## src/rtl/cache_lookup_ctrl.sv

```systemverilog
// Read-only direct-mapped cache controller: single outstanding CPU word read, tag compare one
// cycle after the SRAM read, single-beat line refill on a miss, saturating hit/miss counters.
module cache_lookup_ctrl #(
    parameter int ADDR_W   = 32,
    parameter int INDEX_W  = 9,
    parameter int OFFSET_W = 6,
    parameter int LINE_W   = 512,
    parameter int TAG_W    = ADDR_W - INDEX_W - OFFSET_W
) (
    input  logic                clk,
    input  logic                rst_n,
    input  logic                req_valid_i,
    output logic                req_ready_o,
    input  logic [ADDR_W-1:0]   req_addr_i,
    output logic                rsp_valid_o,
    input  logic                rsp_ready_i,
    output logic [31:0]         rsp_data_o,
    output logic                sram_rden_o,
    output logic [INDEX_W-1:0]  sram_raddr_o,
    input  logic [TAG_W:0]      sram_rtag_i,
    input  logic [LINE_W-1:0]   sram_rdata_i,
    output logic                sram_wren_o,
    output logic [INDEX_W-1:0]  sram_waddr_o,
    output logic [TAG_W:0]      sram_wtag_o,
    output logic [LINE_W-1:0]   sram_wdata_o,
    output logic                mem_req_valid_o,
    input  logic                mem_req_ready_i,
    output logic [ADDR_W-1:0]   mem_req_addr_o,
    input  logic                mem_rvalid_i,
    input  logic [LINE_W-1:0]   mem_rdata_i,
    output logic [31:0]         hit_cnt_o,
    output logic [31:0]         miss_cnt_o
);

    localparam int WORD_W = OFFSET_W - 2;

    typedef enum logic [2:0] {
        ST_IDLE      = 3'd0,
        ST_LOOKUP    = 3'd1,
        ST_RESP      = 3'd2,
        ST_MISS_REQ  = 3'd3,
        ST_FILL_WAIT = 3'd4
    } state_t;

    state_t              state_r;
    state_t              state_s;
    logic [ADDR_W-1:0]   addr_r;
    logic                rsp_valid_r;
    logic [31:0]         rsp_data_r;
    logic                mem_req_valid_r;
    logic [ADDR_W-1:0]   mem_req_addr_r;
    logic [31:0]         hit_cnt_r;
    logic [31:0]         miss_cnt_r;

    logic [TAG_W-1:0]    tag_s;
    logic [INDEX_W-1:0]  index_s;
    logic [WORD_W-1:0]   word_s;
    logic [INDEX_W-1:0]  req_index_s;
    logic                hit_s;
    logic                unused_s;

    function automatic logic [31:0] pick_word(input logic [LINE_W-1:0] line,
                                              input logic [WORD_W-1:0] sel);
        pick_word = line[{sel, 5'b00000} +: 32];
    endfunction

    assign tag_s       = addr_r[ADDR_W-1 -: TAG_W];
    assign index_s     = addr_r[OFFSET_W +: INDEX_W];
    assign word_s      = addr_r[OFFSET_W-1:2];
    assign req_index_s = req_addr_i[OFFSET_W +: INDEX_W];
    assign hit_s       = sram_rtag_i[TAG_W] && (sram_rtag_i[TAG_W-1:0] == tag_s);
    // Byte-within-word bits are latched with the address but never select anything.
    assign unused_s    = ^addr_r[1:0];

    assign rsp_valid_o     = rsp_valid_r;
    assign rsp_data_o      = rsp_data_r;
    assign mem_req_valid_o = mem_req_valid_r;
    assign mem_req_addr_o  = mem_req_addr_r;
    assign hit_cnt_o       = hit_cnt_r;
    assign miss_cnt_o      = miss_cnt_r;

    // State register.
    always_ff @(posedge clk) begin
        if (!rst_n) begin
            state_r <= ST_IDLE;
        end else begin
            state_r <= state_s;
        end
    end

    // Next-state logic.
    always_comb begin
        state_s = state_r;
        case (state_r)
            ST_IDLE: begin
                if (req_valid_i) state_s = ST_LOOKUP;
                else             state_s = ST_IDLE;
            end
            ST_LOOKUP: begin
                if (hit_s) state_s = ST_RESP;
                else       state_s = ST_MISS_REQ;
            end
            ST_MISS_REQ: begin
                if (mem_req_ready_i) state_s = ST_FILL_WAIT;
                else                 state_s = ST_MISS_REQ;
            end
            ST_FILL_WAIT: begin
                if (mem_rvalid_i) state_s = ST_RESP;
                else              state_s = ST_FILL_WAIT;
            end
            ST_RESP: begin
                if (rsp_ready_i) state_s = ST_IDLE;
                else             state_s = ST_RESP;
            end
            default: state_s = ST_IDLE;
        endcase
    end

    // SRAM strobes: reads only from IDLE, writes only from FILL_WAIT, so one index never sees both.
    always_comb begin
        req_ready_o  = 1'b0;
        sram_rden_o  = 1'b0;
        sram_raddr_o = {INDEX_W{1'b0}};
        sram_wren_o  = 1'b0;
        sram_waddr_o = {INDEX_W{1'b0}};
        sram_wtag_o  = {(TAG_W+1){1'b0}};
        sram_wdata_o = {LINE_W{1'b0}};
        if (rst_n && (state_r == ST_IDLE)) begin
            req_ready_o = 1'b1;
            if (req_valid_i) begin
                sram_rden_o  = 1'b1;
                sram_raddr_o = req_index_s;
            end else begin
                sram_rden_o  = 1'b0;
            end
        end else if (rst_n && (state_r == ST_FILL_WAIT) && mem_rvalid_i) begin
            sram_wren_o  = 1'b1;
            sram_waddr_o = index_s;
            sram_wtag_o  = {1'b1, tag_s};
            sram_wdata_o = mem_rdata_i;
        end else begin
            req_ready_o  = 1'b0;
        end
    end

    // Request latch, response/fetch registers and saturating counters.
    always_ff @(posedge clk) begin
        if (!rst_n) begin
            addr_r          <= {ADDR_W{1'b0}};
            rsp_valid_r     <= 1'b0;
            rsp_data_r      <= 32'h0000_0000;
            mem_req_valid_r <= 1'b0;
            mem_req_addr_r  <= {ADDR_W{1'b0}};
            hit_cnt_r       <= 32'h0000_0000;
            miss_cnt_r      <= 32'h0000_0000;
        end else begin
            case (state_r)
                ST_IDLE: begin
                    if (req_valid_i) addr_r <= req_addr_i;
                end
                ST_LOOKUP: begin
                    if (hit_s) begin
                        rsp_data_r  <= pick_word(sram_rdata_i, word_s);
                        rsp_valid_r <= 1'b1;
                        if (hit_cnt_r != 32'hFFFF_FFFF) hit_cnt_r <= hit_cnt_r + 32'd1;
                    end else begin
                        mem_req_valid_r <= 1'b1;
                        mem_req_addr_r  <= {addr_r[ADDR_W-1:OFFSET_W], {OFFSET_W{1'b0}}};
                        if (miss_cnt_r != 32'hFFFF_FFFF) miss_cnt_r <= miss_cnt_r + 32'd1;
                    end
                end
                ST_MISS_REQ: begin
                    if (mem_req_ready_i) mem_req_valid_r <= 1'b0;
                end
                ST_FILL_WAIT: begin
                    if (mem_rvalid_i) begin
                        rsp_data_r  <= pick_word(mem_rdata_i, word_s);
                        rsp_valid_r <= 1'b1;
                    end
                end
                ST_RESP: begin
                    if (rsp_ready_i) begin
                        rsp_valid_r <= 1'b0;
                        rsp_data_r  <= 32'h0000_0000;
                    end
                end
                default: begin
                    rsp_valid_r     <= 1'b0;
                    mem_req_valid_r <= 1'b0;
                end
            endcase
        end
    end

endmodule

```

## config.mk

```make
export PLATFORM = sky130hd
export DESIGN_NAME = cache_lookup_ctrl
export DESIGN_NICKNAME = d
export VERILOG_FILES = /design/src/rtl/cache_lookup_ctrl.sv
export SDC_FILE = /design/constraint.sdc
export NUM_CORES = 1
export LEC_CHECK = 0
export CAP_MARGIN = 20
export CORE_AREA = 2 2 683 685
export CTS_CLUSTER_SIZE = 24
export DETAILED_ROUTE_END_ITERATION = 16
export DIE_AREA = 0 0 685 687
export SYNTH_ARGS = -nofsm -noshare
export SYNTH_HDL_FRONTEND = slang
export SYNTH_SLANG_ARGS = --single-unit
```

## constraint.sdc

```tcl
create_clock -name clk -period 3.4 [get_ports clk]
set_input_delay 0.85 -clock clk [delete_from_list [all_inputs] [get_ports clk]]
set_output_delay 0.85 -clock clk [all_outputs]
set_load 0.03 [all_outputs]
```

; ---- Word-level counts from Yosys, hierarchy flattened
; Cells that the tools add are included.
[totals]
register_bits = 159
inputBits = 1080
output_inout_bits = 681
word_cells = 72
[classes]
add_sub_neg = 2
n_eq_ne = 12
shift = 2
mux = 30
bitwise_logic = 3
n_reduce_logical = 15
[ops]
columns = op, count
row1 = $mux W512, 2
row2 = $shiftx A512 B10 Y32, 2
row3 = $mux W32, 3
row4 = $pmux W32 S3, 1
row5 = $add A32 B1 Y32 const B, 2
row6 = $ne A32 B32 Y1 const B, 2
row7 = $mux W18, 2
row8 = $mux W9, 4
row9 = $eq A17 B17 Y1, 1
row10 = $pmux W3 S5, 1
row11 = $mux W1, 12
row12 = $ne A2 B2 Y1 const B, 5
row13 = $reduce_and A3 Y1, 3
row14 = $reduce_and A4 Y1, 2
row15 = $eq A3 B2 Y1 const B, 2
row16 = $mux W3, 2
row17 = $logic_and A1 B1 Y1, 4
row18 = $pmux W1 S4, 1
row19 = $reduce_and A2 Y1, 2
row20 = $eq A3 B1 Y1 const B, 1
row21 = $eq A3 B3 Y1 const B, 1
row22 = $logic_not A3 Y1, 1
row23 = $not A1 Y1, 3
row24 = $pmux W1 S3, 1
row25 = other kinds (4), 4

; ---- Longest topological paths before layout
[logic_depth]
word_depth = 5
mapped_depth = 11
depth_no_buf = 6

; ---- Worst setup path before layout
; No wires, ideal clock.
[synth_timing]
kind = input -> output
start = input port mem_rvalid_i
end = output port sram_waddr_o[0]
arrival_time_ns = 2.264
required_ns = 2.550
setup_slack_ns = 0.286
path_stages = 4
path_buffers = 1
path_cell_list = nand3b_1 nor3_1 clkbuf_1 and2_1
[synth_via]
elab_chain_len = 3
[synth_rtl]
columns = item, line
row1 = from (decl), 29  ; input logic mem_rvalid_i,
row2 = $logic_and A1 B1 Y1, 136  ; end else if (rst_n && (state_r == ST_FILL_WAIT) && mem_rvalid_i) begin
row3 = $mux W9, 136
row4 = $mux W9, 128  ; if (rst_n && (state_r == ST_IDLE)) begin
row5 = to (decl), 23  ; output logic [INDEX_W-1:0] sram_waddr_o,
; No other way between the ends.

; ---- Worst setup path in the final report
[layout_timing]
start = input port rst_n
end = output port sram_wdata_o[270]
[layout_via]
elab_chain_len = 4
word_cells_on_any_way = 5
classes_between = mux (2) / reduce/logical (3)
[layout_rtl]
columns = item, line
row1 = from (decl), 11  ; input logic rst_n,
row2 = $logic_and A1 B1 Y1 (2 in a row), 136
row3 = $mux W512, 136
row4 = $mux W512 (*), 128
row5 = to (decl), 25  ; output logic [LINE_W-1:0] sram_wdata_o,
; Every way passes the cells marked *; elsewhere a longest branch is shown, timed or not.

==> key figures <==
Global route
  – Initial antenna violation count: 584
  – Total grt overflow: 0
  – Global-route usage over all layers: 20.43%
  – Number of global-route vias before repair: 29972
  – Largest net degree at the start of global routing: 76
  – First-pass GRT wire length: 566900 um

Synthesis
  – Top-count cell post-synth: and2_1
  – Area contributors post-synth: and2_1 18%, mux4_2 18%, dfxtp_1 17%, mux2i_1 7.2%, nand2_1 6.4%
  – Yosys Warn Count: 0
  – Post-synthesis cell count: 2310
  – Sequential share of the synthesized area: 16.85%
  – Cell variety after synth: 66
  – Number of flops mapped to enable cells by yosys: 0
  – Syn_area_per_cell: 8.073 um2
  – Post-synth top area cell: and2_1
  – Synthesized flop and latch total: 157
  – Main synth FF type: dfxtp_1
  – Synth top cells by count: 547 x and2_1, 316 x nand2_1, 164 x clkbuf_1
  – Synth Cell Area: 18650 um2
  – Ys async rst share: 0%
  – Top cell type's share of synthesized area: 18.35%

CTS
  – CTS clock-pin slew for the worst setup and hold paths: 50 ps
  – CTS tree: yes
  – # H-tree levels: 4
  – TritonCTS sink count: 157
  – TritonCTS Buffers: 25
  – Cts hold-fix bufs: 0
  – Longest Clk Path Bufs: 3
  – CTS root buffer: clkbuf_16
  – Clk_lat worst skew: 590 ps

Pwr
  – Max VDD drop: 213.7 uV
  – Leakage dissipation: 0.01948 uW
  – Pwr Total: 10310 uW
  – P per Cell Area: 185.7 nW/um2

Worst setup path
  – Slowest stage delay, CP: 250 ps
  – CP required: 2550 ps
  – R2R depth: 10
  – WP buf/inv: 10
  – Critical Path AT: 2580 ps
  – Startpoint Class: input port
  – Worst R2R Start: state_r[0]$_SDFF_PN0_
  – Critical path, cell by cell: clkbuf_2 > buf_12 > inv_4 > nor3_4 > buf_6 > buf_12 > buf_16 > buf_12 > buf_12 > buf_16 > and2_4 > buf_12
  – Crit path max-delay family: buffers and inverters
  – R2R Path End: rsp_data_o[9]$_SDFFE_PN0P_
  – Crit path kind: input port to output pin
  – Crit-path most repeated cell: buf_12
  – Crit. End Element: output pin
  – Slowest CP cell: nor3_4
  – Crit-path max FO: 5
  – Flop2flop setup slack: 10 ps

Hold path
  – Hold Crit Endpoint: mem_req_addr_o[13]$_SDFFE_PN0P_
  – Hold WC Path Type: flop to flop
  – Hold path depth: 2
  – Hold_sp: mem_req_addr_o[13]$_SDFFE_PN0P_

Status
  – Status: finished, violations left
  – Failing checks: negative setup slack

Routing
  – DRT antenna net count: 0
  – Vias: 32776
  – Wirelength, routed: 501500 um
  – DRT iter0 DRCs: 3509
  – DR WL/cell: 46.74 um
  – DRC viols: 0
  – First-pass iteration count of the detailed router: 6
  – Vias per cell: 3.055

Floorplanning
  – Die area: 470600 um2
  – Top-level port count: 1761
  – Die W: 685 um
  – Core Region: 462600 um2
  – Initial Util: 4.031%
  – Vert. Die Dim: 687 um
  – FP Rows: 250

STA
  – RSZ-0062 raised after global routing: true
  – Final hold viol count: 0
  – Period utilization: 100.9%
  – FMAX: 291.6 MHz
  – Least-Margin Pin Slew: 1354 ps
  – Setup violators final: 21
  – Setup_tns: -365.1 ps
  – Rel. slew slack: 8.902%
  – Slew Viols, Final: 0
  – Final Skew: 61.71 ps
  – Final worst setup slack: -29.20 ps
  – Fin crit period: 3429 ps

Finish
  – Area Growth Syn to Fin: 197.7%
  – Area of the multi-input gates: 14960 um2
  – Fill cells: 52807
  – Register area: 3161 um2
  – Share of layout cells above drive strength 1: 34.33%
  – Layout Nets: 5448

Placement
  – Post-DP HPWL: 460200 um
  – GP Congestion: 0.9658
  – Port bufs: 1752

Job
  – Max-cap violations: 0
[area by class of cell]
cell class	count	share of cell area, %
inverters	16	0.1262
flip-flops and latches	157	5.692
clock buffers	29	1.190
diodes	184	0.8293
multi-input cells	1907	26.94
clock inverters	4	0.1307
well taps	6174	13.91
repair buffers	2259	51.18
[sequential cells by signal, indices dropped and copies added, names as in the netlist]
name / count
addr_r: 30
hit_cnt_o: 32
mem_req_addr_o: 26
mem_req_valid_o: 1
miss_cnt_o: 32
rsp_data_o: 32
rsp_valid_o: 1
state_r: 3
[layer usage]
metal  share of wire [%]  track usage [%]
met4                 4.7            7.664
met3                  11            8.637
met1                  38            23.35
met5                0.30                0
met2                  46            33.73
[worst reg2reg max path, delay by kind of cell (launching register included)]
kind | cells | cell delay (ps)
mux | 1 | 220
compound gates | 3 | 540
buf+inv | 4 | 710
simple gates | 2 | 1550
flops | 1 | 330
[worst max-delay path by stage]
stage	start	end	slack, ps	depth (start not counted)
floorplan	mem_rvalid_i	sram_waddr_o[0]	290	4
global placement	rst_n	sram_wdata_o[160]	-570	10
detailed placement	rst_n	sram_wdata_o[160]	-540	10
CTS	state_r[0]$_SDFF_PN0_	sram_wdata_o[270]	-150	11
global route	state_r[0]$_SDFF_PN0_	sram_wdata_o[270]	-80	10
finish	rst_n	sram_wdata_o[270]	-30	12
[cell usage in the layout, fill, tap and decap left out, drive strengths merged, types with 20 or more instances in the layout]
cell,n
clkdlybuf4s50,1193
buf,1060
and2,547
nand2,316
diode,184
dfxtp,157
mux4,150
a21oi,141
mux2i,134
o21ai,114
a32oi,64
nand3,39
or3,39
clkbuf,34
a22oi,32
nor2,32
o31ai,21
nand4,20
[what timing repair did]
action,CTS,global route
endpoints found under the setup margin,539,510
hold endpoints to repair,0,0
cloned,14,5
setup buffers,23,2
resized for setup,181,77
pin swaps,17,3
[stage by stage]
stage          area (um2)  cells  setup slack, ps  utilization [%]  hold WS [ps]
2_1_floorplan       18670   2315            286.3                -         440.5
3_3_place_gp        52900  10473           -569.7            11.43         449.5
3_5_place_dp        52900  10473           -538.2            11.43         449.6
4_1_cts             54780  10541           -146.5            11.84         460.2
5_1_grt             55330  10653           -84.17            11.96         479.9
6_report            55520  10730           -29.20            12.00         462.2
[cells by family (layout without fill, tap and decap cells)]
| kind of cell | count (synthesis) | in the layout | synth area share, % |
|---|---|---|---|
| AOI/OAI and AO/OA | 487 | 487 | 17.63 |
| xor gates and xnor gates | 21 | 21 | 0.9863 |
| adders and majority gates | 2 | 2 | 0.1342 |
| buffers and inverters | 251 | 2308 | 6.079 |
| DFF | 157 | 157 | 16.85 |
| muxes | 303 | 303 | 26.46 |
| other | 1 | 190 | 0.02011 |
| and+or+nand+nor | 1088 | 1088 | 31.84 |
[power by group]
part	switching, uW	leakage, uW	total, uW	internal [uW]
logic	3190	0.0178	5560	2370
registers	124	0.00127	2020	1890
clock network	1210	0.000358	2730	1520
No activity file was read; power rests on OpenSTA's default activity.
